**src/rtl/mem_spi_arbiter_pkg.sv**
```systemverilog
// Shared types and constants for the SPI controller arbiter.
package mem_spi_arbiter_pkg;

  localparam int unsigned DATA_W  = 8;
  localparam int unsigned GRANT_W = 2;

  // Arbiter FSM encoding
  typedef enum logic [1:0] {
    ARB_IDLE  = 2'd0,
    ARB_START = 2'd1,
    ARB_BUSY  = 2'd2
  } arb_state_t;

  // One-hot grant constants
  localparam logic [GRANT_W-1:0] GRANT_NONE = 2'b00;
  localparam logic [GRANT_W-1:0] GRANT_REQ0 = 2'b01;
  localparam logic [GRANT_W-1:0] GRANT_REQ1 = 2'b10;

  // Transaction configuration latched from the winning requester
  typedef struct packed {
    logic r_w;
    logic quad_enable;
    logic qed;
  } spi_cfg_t;

  // One-hot grant for a requester index
  function automatic logic [GRANT_W-1:0] grant_of(input logic idx);
    return idx ? GRANT_REQ1 : GRANT_REQ0;
  endfunction

endpackage

```
**src/rtl/mem_spi_arbiter.sv**
```systemverilog
// Two-source arbiter for a single SPI flash controller: grants one whole
// transaction (start to done) at a time and muxes the byte streams.
module mem_spi_arbiter
  import mem_spi_arbiter_pkg::*;
#(
  parameter bit          RR_MODE     = 1'b1,
  parameter int unsigned TIMEOUT_W   = 16,
  parameter int unsigned TIMEOUT_MAX = 50000
) (
  input  logic              clk,
  input  logic              rst,

  input  logic              req0_start,
  input  logic              req0_r_w,
  input  logic              req0_quad_enable,
  input  logic              req0_qed,
  output logic              req0_ack,
  output logic              req0_done,
  input  logic              req0_tx_valid,
  input  logic [DATA_W-1:0] req0_tx_data,
  output logic              req0_tx_ready,
  output logic              req0_rx_valid,
  output logic [DATA_W-1:0] req0_rx_data,
  input  logic              req0_rx_ready,

  input  logic              req1_start,
  input  logic              req1_r_w,
  input  logic              req1_quad_enable,
  input  logic              req1_qed,
  output logic              req1_ack,
  output logic              req1_done,
  input  logic              req1_tx_valid,
  input  logic [DATA_W-1:0] req1_tx_data,
  output logic              req1_tx_ready,
  output logic              req1_rx_valid,
  output logic [DATA_W-1:0] req1_rx_data,
  input  logic              req1_rx_ready,

  output logic              spi_start,
  output logic              spi_r_w,
  output logic              spi_quad_enable,
  output logic              spi_qed,
  input  logic              spi_done,
  output logic              spi_tx_valid,
  output logic [DATA_W-1:0] spi_tx_data,
  input  logic              spi_tx_ready,
  input  logic              spi_rx_valid,
  input  logic [DATA_W-1:0] spi_rx_data,
  output logic              spi_rx_ready,

  output logic [GRANT_W-1:0] grant,
  output logic              busy,
  output logic              timeout_err
);

  localparam logic [TIMEOUT_W-1:0] WDOG_MAX  = TIMEOUT_W'(TIMEOUT_MAX);
  localparam logic [TIMEOUT_W-1:0] WDOG_LAST = TIMEOUT_W'(TIMEOUT_MAX - 1);

  arb_state_t           state, state_next;
  logic                 rr_last;
  logic                 winner;
  logic                 any_req;
  spi_cfg_t             cfg;
  spi_cfg_t             winner_cfg;
  logic [TIMEOUT_W-1:0] wdog;

  assign any_req = req0_start | req1_start;

  // Winner selection among the current requesters
  always_comb begin
    winner = 1'b0;
    if (RR_MODE) begin
      if (req0_start && req1_start) winner = ~rr_last;
      else                          winner = req1_start;
    end else begin
      winner = ~req0_start;
    end
    winner_cfg = winner ? spi_cfg_t'{req1_r_w, req1_quad_enable, req1_qed}
                        : spi_cfg_t'{req0_r_w, req0_quad_enable, req0_qed};
  end

  // State register
  always_ff @(posedge clk) begin
    if (rst) state <= ARB_IDLE;
    else     state <= state_next;
  end

  // Next-state logic
  always_comb begin
    state_next = state;
    case (state)
      ARB_IDLE:  if (any_req) state_next = ARB_START;
      ARB_START: state_next = ARB_BUSY;
      ARB_BUSY:  if (spi_done) state_next = ARB_IDLE;
      default:   state_next = ARB_IDLE;
    endcase
  end

  // FSM outputs decoded from registered state and grant
  always_comb begin
    spi_start = 1'b0;
    req0_ack  = 1'b0;
    req1_ack  = 1'b0;
    busy      = 1'b0;
    req0_done = 1'b0;
    req1_done = 1'b0;
    case (state)
      ARB_START: begin
        spi_start = 1'b1;
        req0_ack  = grant[0];
        req1_ack  = grant[1];
        busy      = 1'b1;
      end
      ARB_BUSY: begin
        busy      = 1'b1;
        req0_done = grant[0] & spi_done;
        req1_done = grant[1] & spi_done;
      end
      default: ;
    endcase
  end

  // Grant, latched config and round-robin history
  always_ff @(posedge clk) begin
    if (rst) begin
      grant   <= GRANT_NONE;
      cfg     <= '0;
      rr_last <= 1'b1;
    end else begin
      case (state)
        ARB_IDLE: begin
          if (any_req) begin
            grant <= grant_of(winner);
            cfg   <= winner_cfg;
          end
        end
        ARB_START: rr_last <= grant[1];
        ARB_BUSY:  if (spi_done) grant <= GRANT_NONE;
        default:   grant <= GRANT_NONE;
      endcase
    end
  end

  assign spi_r_w         = cfg.r_w;
  assign spi_quad_enable = cfg.quad_enable;
  assign spi_qed         = cfg.qed;

  // Watchdog: counts stalled BUSY cycles, saturates and flags a sticky error
  always_ff @(posedge clk) begin
    if (rst) begin
      wdog        <= '0;
      timeout_err <= 1'b0;
    end else if (state == ARB_IDLE && any_req) begin
      wdog <= '0;
    end else if (state == ARB_BUSY && !spi_done && wdog != WDOG_MAX) begin
      wdog <= wdog + TIMEOUT_W'(1);
      if (wdog == WDOG_LAST) timeout_err <= 1'b1;
    end
  end

  // Byte-stream routing on the registered grant
  always_comb begin
    spi_tx_valid  = 1'b0;
    spi_tx_data   = '0;
    spi_rx_ready  = 1'b0;
    req0_tx_ready = 1'b0;
    req0_rx_valid = 1'b0;
    req0_rx_data  = '0;
    req1_tx_ready = 1'b0;
    req1_rx_valid = 1'b0;
    req1_rx_data  = '0;
    if (grant[0]) begin
      spi_tx_valid  = req0_tx_valid;
      spi_tx_data   = req0_tx_data;
      spi_rx_ready  = req0_rx_ready;
      req0_tx_ready = spi_tx_ready;
      req0_rx_valid = spi_rx_valid;
      req0_rx_data  = spi_rx_data;
    end else if (grant[1]) begin
      spi_tx_valid  = req1_tx_valid;
      spi_tx_data   = req1_tx_data;
      spi_rx_ready  = req1_rx_ready;
      req1_tx_ready = spi_tx_ready;
      req1_rx_valid = spi_rx_valid;
      req1_rx_data  = spi_rx_data;
    end
  end

endmodule

```
**config.mk**
```make
export PLATFORM = sky130hd
export DESIGN_NAME = mem_spi_arbiter
export DESIGN_NICKNAME = d
export VERILOG_FILES = /design/src/rtl/mem_spi_arbiter_pkg.sv /design/src/rtl/mem_spi_arbiter.sv
export SDC_FILE = /design/constraint.sdc
export NUM_CORES = 1
export LEC_CHECK = 0
export CAP_MARGIN = 20
export CORE_ASPECT_RATIO = 2
export CORE_MARGIN = 2
export CORE_UTILIZATION = 38
export CTS_CLUSTER_SIZE = 12
export DETAILED_ROUTE_END_ITERATION = 8
export PLACE_DENSITY = 0.8
export SYNTH_ARGS = -nofsm -noshare
export SYNTH_HDL_FRONTEND = slang
export SYNTH_SLANG_ARGS = --single-unit
```
**constraint.sdc**
```tcl
create_clock -name clk -period 2.3 [get_ports clk]
set_clock_uncertainty 0.1 [all_clocks]
set_input_delay 0.46 -clock clk [delete_from_list [all_inputs] [get_ports clk]]
set_output_delay 0.46 -clock clk [all_outputs]
set_load 0.01 [all_outputs]
```
== Yosys cells after proc, flatten, opt, wreduce, memory -nomap -nowiden ==
Cells that the tools add are included.
Widths: inputs -> output; s select.
Operators by class
  bitwise logic cells: 6
  reduce and logical (&&, ||, !) cells: 12
  multiplexer cells: 29
  equality and inequality tests: 6
  $add $sub $neg: 1
Operator list (number)
  $mux 8: 5
  $mux 1: 17
  $add 16x1->16 const B: 1
  $eq 16x16->1 const B: 1
  $ne 16x16->1 const B: 1
  $pmux 2 s3: 2
  $mux 2: 4
  $reduce_and 3->1: 2
  $logic_and 1x1->1: 4
  $ne 2x2->1 const B: 2
  $reduce_and 2->1: 2
  $reduce_or 2->1: 2
  $mux 3: 1
  $not 1->1: 3
  $and 1x1->1: 2
  $eq 2x1->1 const B: 1
  $eq 2x2->1 const B: 1
  $logic_not 2->1: 1
  $logic_not 1->1: 1
  $or 1x1->1: 1
Word-level totals
  logic and storage cells: 62
  register bits after elaboration: 25

== Logic depth before layout (Yosys ltp) ==
Gate-level depths: netlist (run 1).
  depth after elaboration: 5
  gate-level depth with buffers: 7

== Worst setup path before layout (run 1) ==
Ideal clock, no wire load.
  kind: flip-flop to flip-flop
  start point: reg state[0]
  end point: reg wdog[14]
  data arrival time: 1737 ps
  stages on the path, launching flop included: 7
  period minus slack after synthesis: 1907 ps
  path buffers: 0
  setup time: 71 ps
  path slack: 393 ps
  required time: 2129 ps
  cells stage by stage: dfxtp_1 > inv_1 > ha_1 > nand3b_1 > or4_1 > or3_1 > a21oi_1
Between the ends
  longest elaborated chain between the ends: 3
  elaborated cells between the ends (all ways): 6
  those cells by class: 1 x eq/ne; 5 x reduce/logical
Ends and longest elaborated chain
  start, declared: line mem_spi_arbiter.sv:59  | arb_state_t state, state_next;
  start signal, assigned: line mem_spi_arbiter.sv:85  | else state <= state_next;
  $eq 2x2->1 / $logic_not 2->1 (equally long branches): line mem_spi_arbiter.sv:155, mem_spi_arbiter.sv:153
  $logic_and 1x1->1 (on tied branches): line mem_spi_arbiter.sv:155, mem_spi_arbiter.sv:153
  $logic_and 1x1->1 / $reduce_or 2->1 (equally long branches)
  end signal, assigned: line mem_spi_arbiter.sv:156  | wdog <= wdog + TIMEOUT_W'(1);
  end, declared: line mem_spi_arbiter.sv:65  | logic [TIMEOUT_W-1:0] wdog;
Parallel ways exist; a longest one is shown, timed or not.
A chain may end at the register's enable or synchronous reset.

== Worst setup path after layout (run 1) ==
  start point: reg state[0]
  end point: out req0_done
Between the ends
  longest elaborated chain between the ends: 2
Ends and longest elaborated chain
  $eq 2x2->1: line mem_spi_arbiter.sv:107  | case (state)
  $mux 1: line mem_spi_arbiter.sv:107
  end, declared: line mem_spi_arbiter.sv:18  | output logic req0_done,
No other way between the ends.

==> results.md, run 1 <==
* Final Cell Area at 0.00252 mm²
* Nature of the critical path startpoint: register
* Synthesized Nets at 222
* Post-Syn Area per Cell at 8.37 µm²
* IO Count at 83
* Register area share after synthesis at 34.0%
* Most common cell after layout, fill and taps aside: clkdlybuf4s50_1
* Data arrival, critical path at 1660 ps
* Endpoint class of the critical path: output port
* Pwr Density at 442 mW/mm²
* Total negative slack at 0 ps
* Dpl cell area at 0.00243 mm²
* Max VDD drop at 0.566 mV
* FF+latch count, synth at 25
* GRT overflow at 0
* Fin crit share at 96.7%
* Type of the most critical hold path: reg2reg
* Clock Sinks at 25
* Post-DRT Antenna Nets at 0
* CP required at 1740 ps
* Post-synth EDFFs at 0
* Place WS at -113 ps
* Initial Util at 38.8%
* Placer Congestion at 0.763
* Final hold slack at 379 ps
* Vias per cell at 5.18
* Share of cells above drive strength 1 at 10.4%
* Slew margin rel. at 70.9%
* Mux cell area share after synthesis at 4.07%
* Crit path kind: reg2out
* Die area at 0.00442 mm²
* DRC marker count from the first detailed-route iteration at 17
* DRC at 0
* # setup viols final at 0
* XOR/XNOR share of the synthesized area at 5.35%
* CP Max Fanout at 6
* CTS tree: yes
* Adder-Cell Fraction of Synth Area at 4.24%
* Drt first pass iters at 4
* H-tree Lvls at 1
* Reg2Reg Setup Slack at 280 ps
* P&R area growth vs syn at 71.0%
* Row cnt at 32
* Initial antenna violation count at 0
* Final min period at 2220 ps
* Slew @ Worst Pin at 435 ps
* Core footprint at 0.00380 mm²
* Post-CTS Setup Repair Bufs at 0
* Detailed Route WL at 4440 µm
* Post-synth cell types at 41
* Worst-skew pair later-pin latency at 270 ps
* Setup WS post-layout at 75.3 ps
* PortBufs at 82
* Post-Syn Instances at 176
* N_diodes at 0
* Slew Viols, Final at 0
* CTS max path bufs at 2
* Final Non-Filler Cells at 319
* Num CTS Buffers at 3
* Cells after DPL at 315
* Vias in the first global route at 1,543
* GRT Resource Usage Total at 20.0%
* Chip height at 92.1 µm
* Status: finished clean
* Dpl hpwl at 3630 µm
* Fmax at 0.449 GHz
* First-pass GRT wire length at 6700 µm
* Mapped Area at 0.00147 mm²
* Final #Nets at 315
* Leak pwr at 1.05 nW
* Largest family of logic cells by synthesized area: simple AND/OR/NAND/NOR gates
* Compound-Gate Fraction of Synth Area at 15.5%
* Commonest non-fill, non-tap cells in the layout: 72 x clkdlybuf4s50_1, 22 x and2_1, 22 x dfxtp_1
* Drt wl/cell at 13.9 µm
* Final hold vios at 0
* Simple-gate share of the synthesized area at 33.0%
* Root Driver: clkbuf_8
* Synth async-reset ratio at 0%
* Total number of vias at 1,651
* Max Cap Violations at 0
* Die width at 48.0 µm
* Top_reg_cell synth: dfxtp_1
* YS warnings at 0
* Clock-pin slew on the worst setup and hold paths at 90 ps
* Largest net degree at the start of global routing at 21
[registers in the layout (all words and copies together), names as in the netlist]
signal	cells
state	2
spi_qed	1
grant	2
spi_quad_enable	1
wdog	16
timeout_err	1
spi_r_w	1
rr_last	1
[critical path: stages, from the launching register on]
cell	delay [ps]
dfxtp_2	350
inv_1	80
ha_2	230
and3_2	190
clkdlybuf4s50_1	540
[routing by layer]
layer	GRT usage (%)	wire length, µm	vias to the layer above
li1	-	-	813
met1	17.9	1490	761
met2	40.1	2510	73
met3	4.13	409	4
met4	4.05	36	0
met5	0	0	-
[synth_stat cells (all sizes together), types with 3 or more instances]
library cell	count	area (µm²)
clkbuf	7	26.3
nand3	3	15.0
a21oi	4	20.0
o21ai	4	20.0
nor2	20	75.1
mux2i	6	60.1
and2	22	138
nand2	11	43.8
a22o	10	87.6
dfxtp	25	500
ha	5	62.6
xnor2	7	61.3
or4	5	41.3
a211oi	3	22.5
inv	8	30.0
nand4	4	25.0
nor4	4	25.0
[what timing repair did]
action | CTS | global route
setup endpoints to repair | 17 | 26
resized for setup | 4 | 13
hold buffers | 0 | 0
[logic make-up (layout without fill, tap and decap cells)]
logic type / after synthesis / count (layout)
compound gates: 31 / 31
buf+inv: 15 / 107
mux: 6 / 6
fa+ha+maj: 5 / 5
flops: 25 / 25
xor+xnor: 9 / 9
simple gates: 85 / 85
[stage by stage]
stage,power [mW],util [%]
final,1.11,66.3
after global routing,1.17,66.3
after CTS,1.12,65.3
after detailed placement,0.865,63.9
after global placement,0.859,63.9
after floorplan,0.631,-
[power by group]
part	switching [mW]	total [mW]	leakage [nW]	internal (mW)
logic	0.155	0.386	0.821	0.231
registers	0.0162	0.468	0.204	0.452
clock network	0.139	0.261	0.0255	0.121
total	0.310	1.11	1.05	0.805
[layout make-up]
cell class / instances / area [µm²]
clock buffers: 3 / 41.3
clock inverters: 1 / 5.00
fillers: 310 / 1280
inverters: 8 / 30.0
multi-input cells: 136 / 932
flip-flops and latches: 25 / 504
well taps: 51 / 63.8
repair buffers: 95 / 943
[path summary, 6_finish.rpt]
path / from / endpoint / cells past startpoint
min: rr_last / rr_last / 1
max: state[0] / req0_done / 4
max reg2reg: state[0] / wdog[15] / 6
min reg2reg: rr_last / rr_last / 1
Note: power is estimated with default switching activity, not from simulation.
==> inputs of run 2 (changes only) <==
--- a/config.mk
+++ b/config.mk
@@ -8,10 +8,11 @@
 export CAP_MARGIN = 20
 export CORE_ASPECT_RATIO = 2
 export CORE_MARGIN = 2
-export CORE_UTILIZATION = 38
+export CORE_UTILIZATION = 40
+export CTS_BUF_LIST = sky130_fd_sc_hd__clkbuf_4
 export CTS_CLUSTER_SIZE = 12
 export DETAILED_ROUTE_END_ITERATION = 8
-export PLACE_DENSITY = 0.8
+export PLACE_DENSITY = 0.83
 export SYNTH_ARGS = -nofsm -noshare
 export SYNTH_HDL_FRONTEND = slang
 export SYNTH_SLANG_ARGS = --single-unit
==> results.md, run 2 (synthesis gave the netlist of run 1 again) <==
* Status: finished clean
* GRT Resource Usage Total at 22.1%
* Vias in the first global route at 1,611
* CP required at 1740 ps
* Dpl hpwl at 3730 µm
* Fmax at 0.439 GHz
* Clock-pin slew on the worst setup and hold paths at 130 ps
* Share of cells above drive strength 1 at 10.8%
* IO Count at 83
* Die area at 0.00422 mm²
* Placer Congestion at 0.778
* Post-DRT Antenna Nets at 0
* P_int at 0.769 mW
* Detailed Route WL at 4640 µm
* Die width at 46.9 µm
* Net Sw Power at 0.311 mW
* Hold path depth at 2
* CTS max path bufs at 2
* Final #Nets at 316
* CTS tree: yes
* Endpoint class of the critical path: output port
* Biggest register: wdog
* Max VDD drop at 0.416 mV
* Largest net degree at the start of global routing at 25
* Most common cell after layout, fill and taps aside: clkdlybuf4s50_1
* Largest registers: wdog x16, grant x2, state x2
* Final min period at 2280 ps
* Total number of vias at 1,662
* Leak pwr at 0.945 nW
* RSZ-0062 raised after global routing: yes
* Slew @ Worst Pin at 487 ps
* Cts hold-fix bufs at 0
* Worst R2R Path Depth at 6
* Max Cap Violations at 0
* Chip height at 89.8 µm
* Slew Viols, Final at 0
* Fin crit share at 99.1%
* DRC at 0
* Post-CTS Setup Repair Bufs at 0
* Initial Util at 41.3%
* Dpl cell area at 0.00243 mm²
* Num CTS Buffers at 3
* Seq pwr share at 43.0%
* Cells after DPL at 313
* Vias per cell at 5.23
* First-pass GRT wire length at 6990 µm
* Clock power share at 20.1%
* Commonest non-fill, non-tap cells in the layout: 77 x clkdlybuf4s50_1, 24 x dfxtp_1, 22 x and2_1
* N_diodes at 0
* Data arrival, critical path at 1720 ps
* Final Non-Filler Cells at 318
* Type of the most critical hold path: reg2reg
* Clock Sinks at 25
* Max FFs per register at 16
* Crit path kind: reg2out
* P&R area growth vs syn at 69.6%
* Drt first pass iters at 4
* DRC marker count from the first detailed-route iteration at 30
* Core footprint at 0.00357 mm²
* # setup viols final at 0
* Root Driver: clkbuf_4
* Design Power at 1.08 mW
* Sw frac at 28.8%
* H-tree Lvls at 1
* Final hold vios at 0
* Pwr Density at 432 mW/mm²
* CP Max Fanout at 6
* Slew margin rel. at 67.4%
* GRT overflow at 0
* Worst-skew pair later-pin latency at 340 ps
* Drt wl/cell at 14.6 µm
* PortBufs at 82
* Initial antenna violation count at 0
* Nature of the critical path startpoint: register
* Row cnt at 31
* Final Cell Area at 0.00250 mm²
* Logic pwr share at 37.0%
-- run 2: layout make-up --
| type | instances | area [µm²] |
|---|---|---|
| multi-input combinational | 136 | 938 |
| inverter | 8 | 30.0 |
| clock buffer | 4 | 30.0 |
| fill | 305 | 1070 |
| sequential | 25 | 502 |
| tap | 49 | 61.3 |
| timing repair buffer | 96 | 938 |
-- run 2: metal layers --
metal,part of all wire [%],vias to the layer above,GRT usage [%]
met2,51,93,39.8
li1,-,819,-
met1,34,734,20.9
met3,11,16,4.82
met5,0,-,0
met4,4.1,0,11.6
-- run 2: power groups by stage --
stage	logic, mW	clock network, mW	registers, mW
floorplan	0.153	0	0.478
global placement	0.389	0	0.470
CTS	0.400	0.222	0.462
detailed placement	0.393	0	0.471
finish	0.399	0.217	0.464
global route	0.434	0.227	0.466
-- run 2: path summary, 6_finish.rpt --
kind / start / to / slack, ps
setup / recovery: state[0] / req1_done / 20
hold / removal: timeout_err / timeout_err / 390
setup reg to reg: state[0] / wdog[15] / 300
hold reg to reg: timeout_err / timeout_err / 390
-- run 2: what timing repair did --
| item | CTS | global route |
|---|---|---|
| gates cloned | 1 | 0 |
| endpoints found under the setup margin | 8 | 22 |
| gates resized for setup | 9 | 6 |
| hold endpoints to repair | 0 | 0 |
-- run 2: per-stage QoR --
stage                     setup WS (ps)  hold WS, ps  utilization [%]  TNS [ps]
after floorplan                     393          336                -         0
after global placement            -70.2          350             68.0      -191
final                              20.2          393             70.1         0
after CTS                          6.31          398             69.5         0
after global routing              -38.8          421             70.1      -114
after detailed placement           -111          367             68.0      -311
-- run 2: worst max-delay path: stages (launching register included) --
cell and delay, ps:
dfxtp_1 350, inv_1 80, ha_2 230, and3_2 190, clkdlybuf4s50_1 540
==> inputs of run 3 (changes only) <==
--- a/config.mk
+++ b/config.mk
@@ -5,10 +5,11 @@
 export SDC_FILE = /design/constraint.sdc
 export NUM_CORES = 1
 export LEC_CHECK = 0
+export ABC_AREA = 1
 export CAP_MARGIN = 20
 export CORE_ASPECT_RATIO = 2
 export CORE_MARGIN = 2
-export CORE_UTILIZATION = 40
+export CORE_UTILIZATION = 44
 export CTS_BUF_LIST = sky130_fd_sc_hd__clkbuf_4
 export CTS_CLUSTER_SIZE = 12
 export DETAILED_ROUTE_END_ITERATION = 8
==> results.md, run 3 <==
* Top_reg_cell synth: dfxtp_1
* Num CTS Buffers at 3
* Biggest register: wdog
* Post-Syn Instances at 315
* Largest net degree at the start of global routing at 34
* Place WS at 53.9 ps
* Vias in the first global route at 2,031
* DRC marker count from the first detailed-route iteration at 28
* Drt wl/cell at 11.2 µm
* Row cnt at 33
* RSZ-0062 raised after global routing: yes
* GRT Resource Usage Total at 20.7%
* Post-Syn Area per Cell at 6.01 µm²
* Clock-pin slew on the worst setup and hold paths at 140 ps
* Total negative slack at 0 ps
* Post-synth EDFFs at 0
* Root Driver: clkbuf_4
* Max VDD drop at 0.282 mV
* Data arrival, critical path at 1650 ps
* DRC at 0
* Fmax at 0.452 GHz
* Commonest non-fill, non-tap cells in the layout: 98 x nand2_1, 81 x clkdlybuf4s50_1, 48 x nor2_1
* Fin crit share at 96.2%
* Final #Nets at 442
* Slew @ Worst Pin at 545 ps
* Synth top area share at 26.5%
* PortBufs at 82
* P&R area growth vs syn at 47.4%
* IO Count at 83
* FF+latch count, synth at 25
* H-tree Lvls at 1
* Cells after DPL at 443
* Crit path kind: reg2out
* Synth async-reset ratio at 0%
* Chip height at 96.7 µm
* Placer Congestion at 0.872
* Post-synth cell types at 29
* Detailed Route WL at 5010 µm
* Most frequent cell after synthesis: nand2_1
* Initial Util at 45.8%
* Type of the most critical hold path: reg2reg
* Mapped Area at 0.00189 mm²
* YS warnings at 0
* Synthesized Nets at 361
* Initial antenna violation count at 0
* Max Cap Violations at 0
* Slew Viols, Final at 0
* GRT overflow at 0
* Share of cells above drive strength 1 at 9.87%
* Total number of vias at 2,194
* Slew margin rel. at 63.6%
* Setup WS post-layout at 86.5 ps
* Final hold slack at 378 ps
* Reg2Reg Setup Slack at 450 ps
* Finished Core Util at 67.5%
* Drt first pass iters at 4
* N_diodes at 0
* Dpl cell area at 0.00275 mm²
* Die width at 50.4 µm
* Largest registers: wdog x16, grant x2, state x2
* Register area share after synthesis at 26.5%
* Final hold vios at 0
* Design Power at 1.17 mW
* Endpoint class of the critical path: output port
* Worst-skew pair later-pin latency at 320 ps
* Final min period at 2210 ps
* Leak pwr at 1.21 nW
* First-pass GRT wire length at 8230 µm
* Final Cell Area at 0.00279 mm²
* Final Non-Filler Cells at 447
* Synth area leaders: dfxtp_1 26%, nand2_1 19%, nor2_1 9.5%
* Synth area leader: dfxtp_1
* Die area at 0.00487 mm²
* Fillers at 395
* Most common cell after layout, fill and taps aside: nand2_1
* CP Max Fanout at 5
* CTS tree: yes
* Max FFs per register at 16
* Synth cell count leaders: 98 x nand2_1, 48 x nor2_1, 42 x inv_1
* CP required at 1740 ps
* Dpl hpwl at 4060 µm
* Multi-input gate area at 0.00115 mm²
* Post-CTS Setup Repair Bufs at 0
* CTS max path bufs at 2
* Clock Sinks at 25
* Core footprint at 0.00413 mm²
* Status: finished clean
* Pwr Density at 420 mW/mm²
* Nature of the critical path startpoint: register
* Vias per cell at 4.91
* Register area at 500 µm²
* # setup viols final at 0
* Post-DRT Antenna Nets at 0
[run 3: cell types whose count changed after synthesis, moves of 8 or more]
| cell | previous run | this run |
|---|---|---|
| nand2_1 | 10 | 98 |
| nor2_1 | 20 | 48 |
| nand3_1 | 3 | 27 |
| inv_1 | 8 | 42 |
| a21oi_2 | 0 | 8 |
| a22o_1 | 10 | 0 |
| and2_1 | 22 | 0 |
[run 3: where the power goes]
| part | total, mW | internal, mW | switching [mW] |
|---|---|---|---|
| Combinational | 0.498 | 0.253 | 0.245 |
| Clock | 0.201 | 0.0652 | 0.136 |
| Sequential | 0.471 | 0.456 | 0.0157 |
[run 3: timing repair]
action	4_1_cts	5_1_grt
pin swaps	0	0
hold buffers	0	0
gates cloned	0	0
endpoints found under the setup margin	1	20
endpoints found under the hold margin	0	0
gates resized for setup	1	5
[run 3: routing by layer]
metal / track usage (%) / vias to the layer above / part of all wire, %
li1: - / 1137 / -
met5: 0 / - / 0
met1: 19.9 / 973 / 36
met3: 5.09 / 8 / 7.1
met2: 40.4 / 76 / 54
met4: 6.65 / 0 / 2.2
[run 3: worst paths after layout]
check             startpoint  endpoint  cells past startpoint
setup / recovery    state[1]  req1_ack                      5
hold / removal       spi_qed   spi_qed                      2
setup reg to reg     wdog[0]   wdog[4]                     11
hold reg to reg      spi_qed   spi_qed                      2
[run 3: cell families after synthesis]
family / after synthesis / share of synthesized area, %
AND/OR/NAND/NOR: 205 / 48.5
flip-flops: 25 / 26.5
buffers and inverters: 57 / 12.8
AO/OA/AOI/OAI: 20 / 7.54
XOR/XNOR: 3 / 1.39
adder cells (fa/ha/maj): 5 / 3.31
[run 3: worst max-delay path: stages, from the launching register on]
cell,delay (ps)
dfxtp_1,340
inv_1,100
ha_2,220
nand2_1,80
inv_1,60
clkdlybuf4s50_1,530
[run 3: layout make-up]
class | count | area share, %
Clock buffer | 3 | 0.808
Timing Repair Buffer | 88 | 31.4
Sequential cell | 25 | 17.9
Multi-Input combinational cell | 233 | 41.3
Tap cell | 52 | 2.33
Clock inverter | 1 | 0.179
Inverter | 45 | 6.06
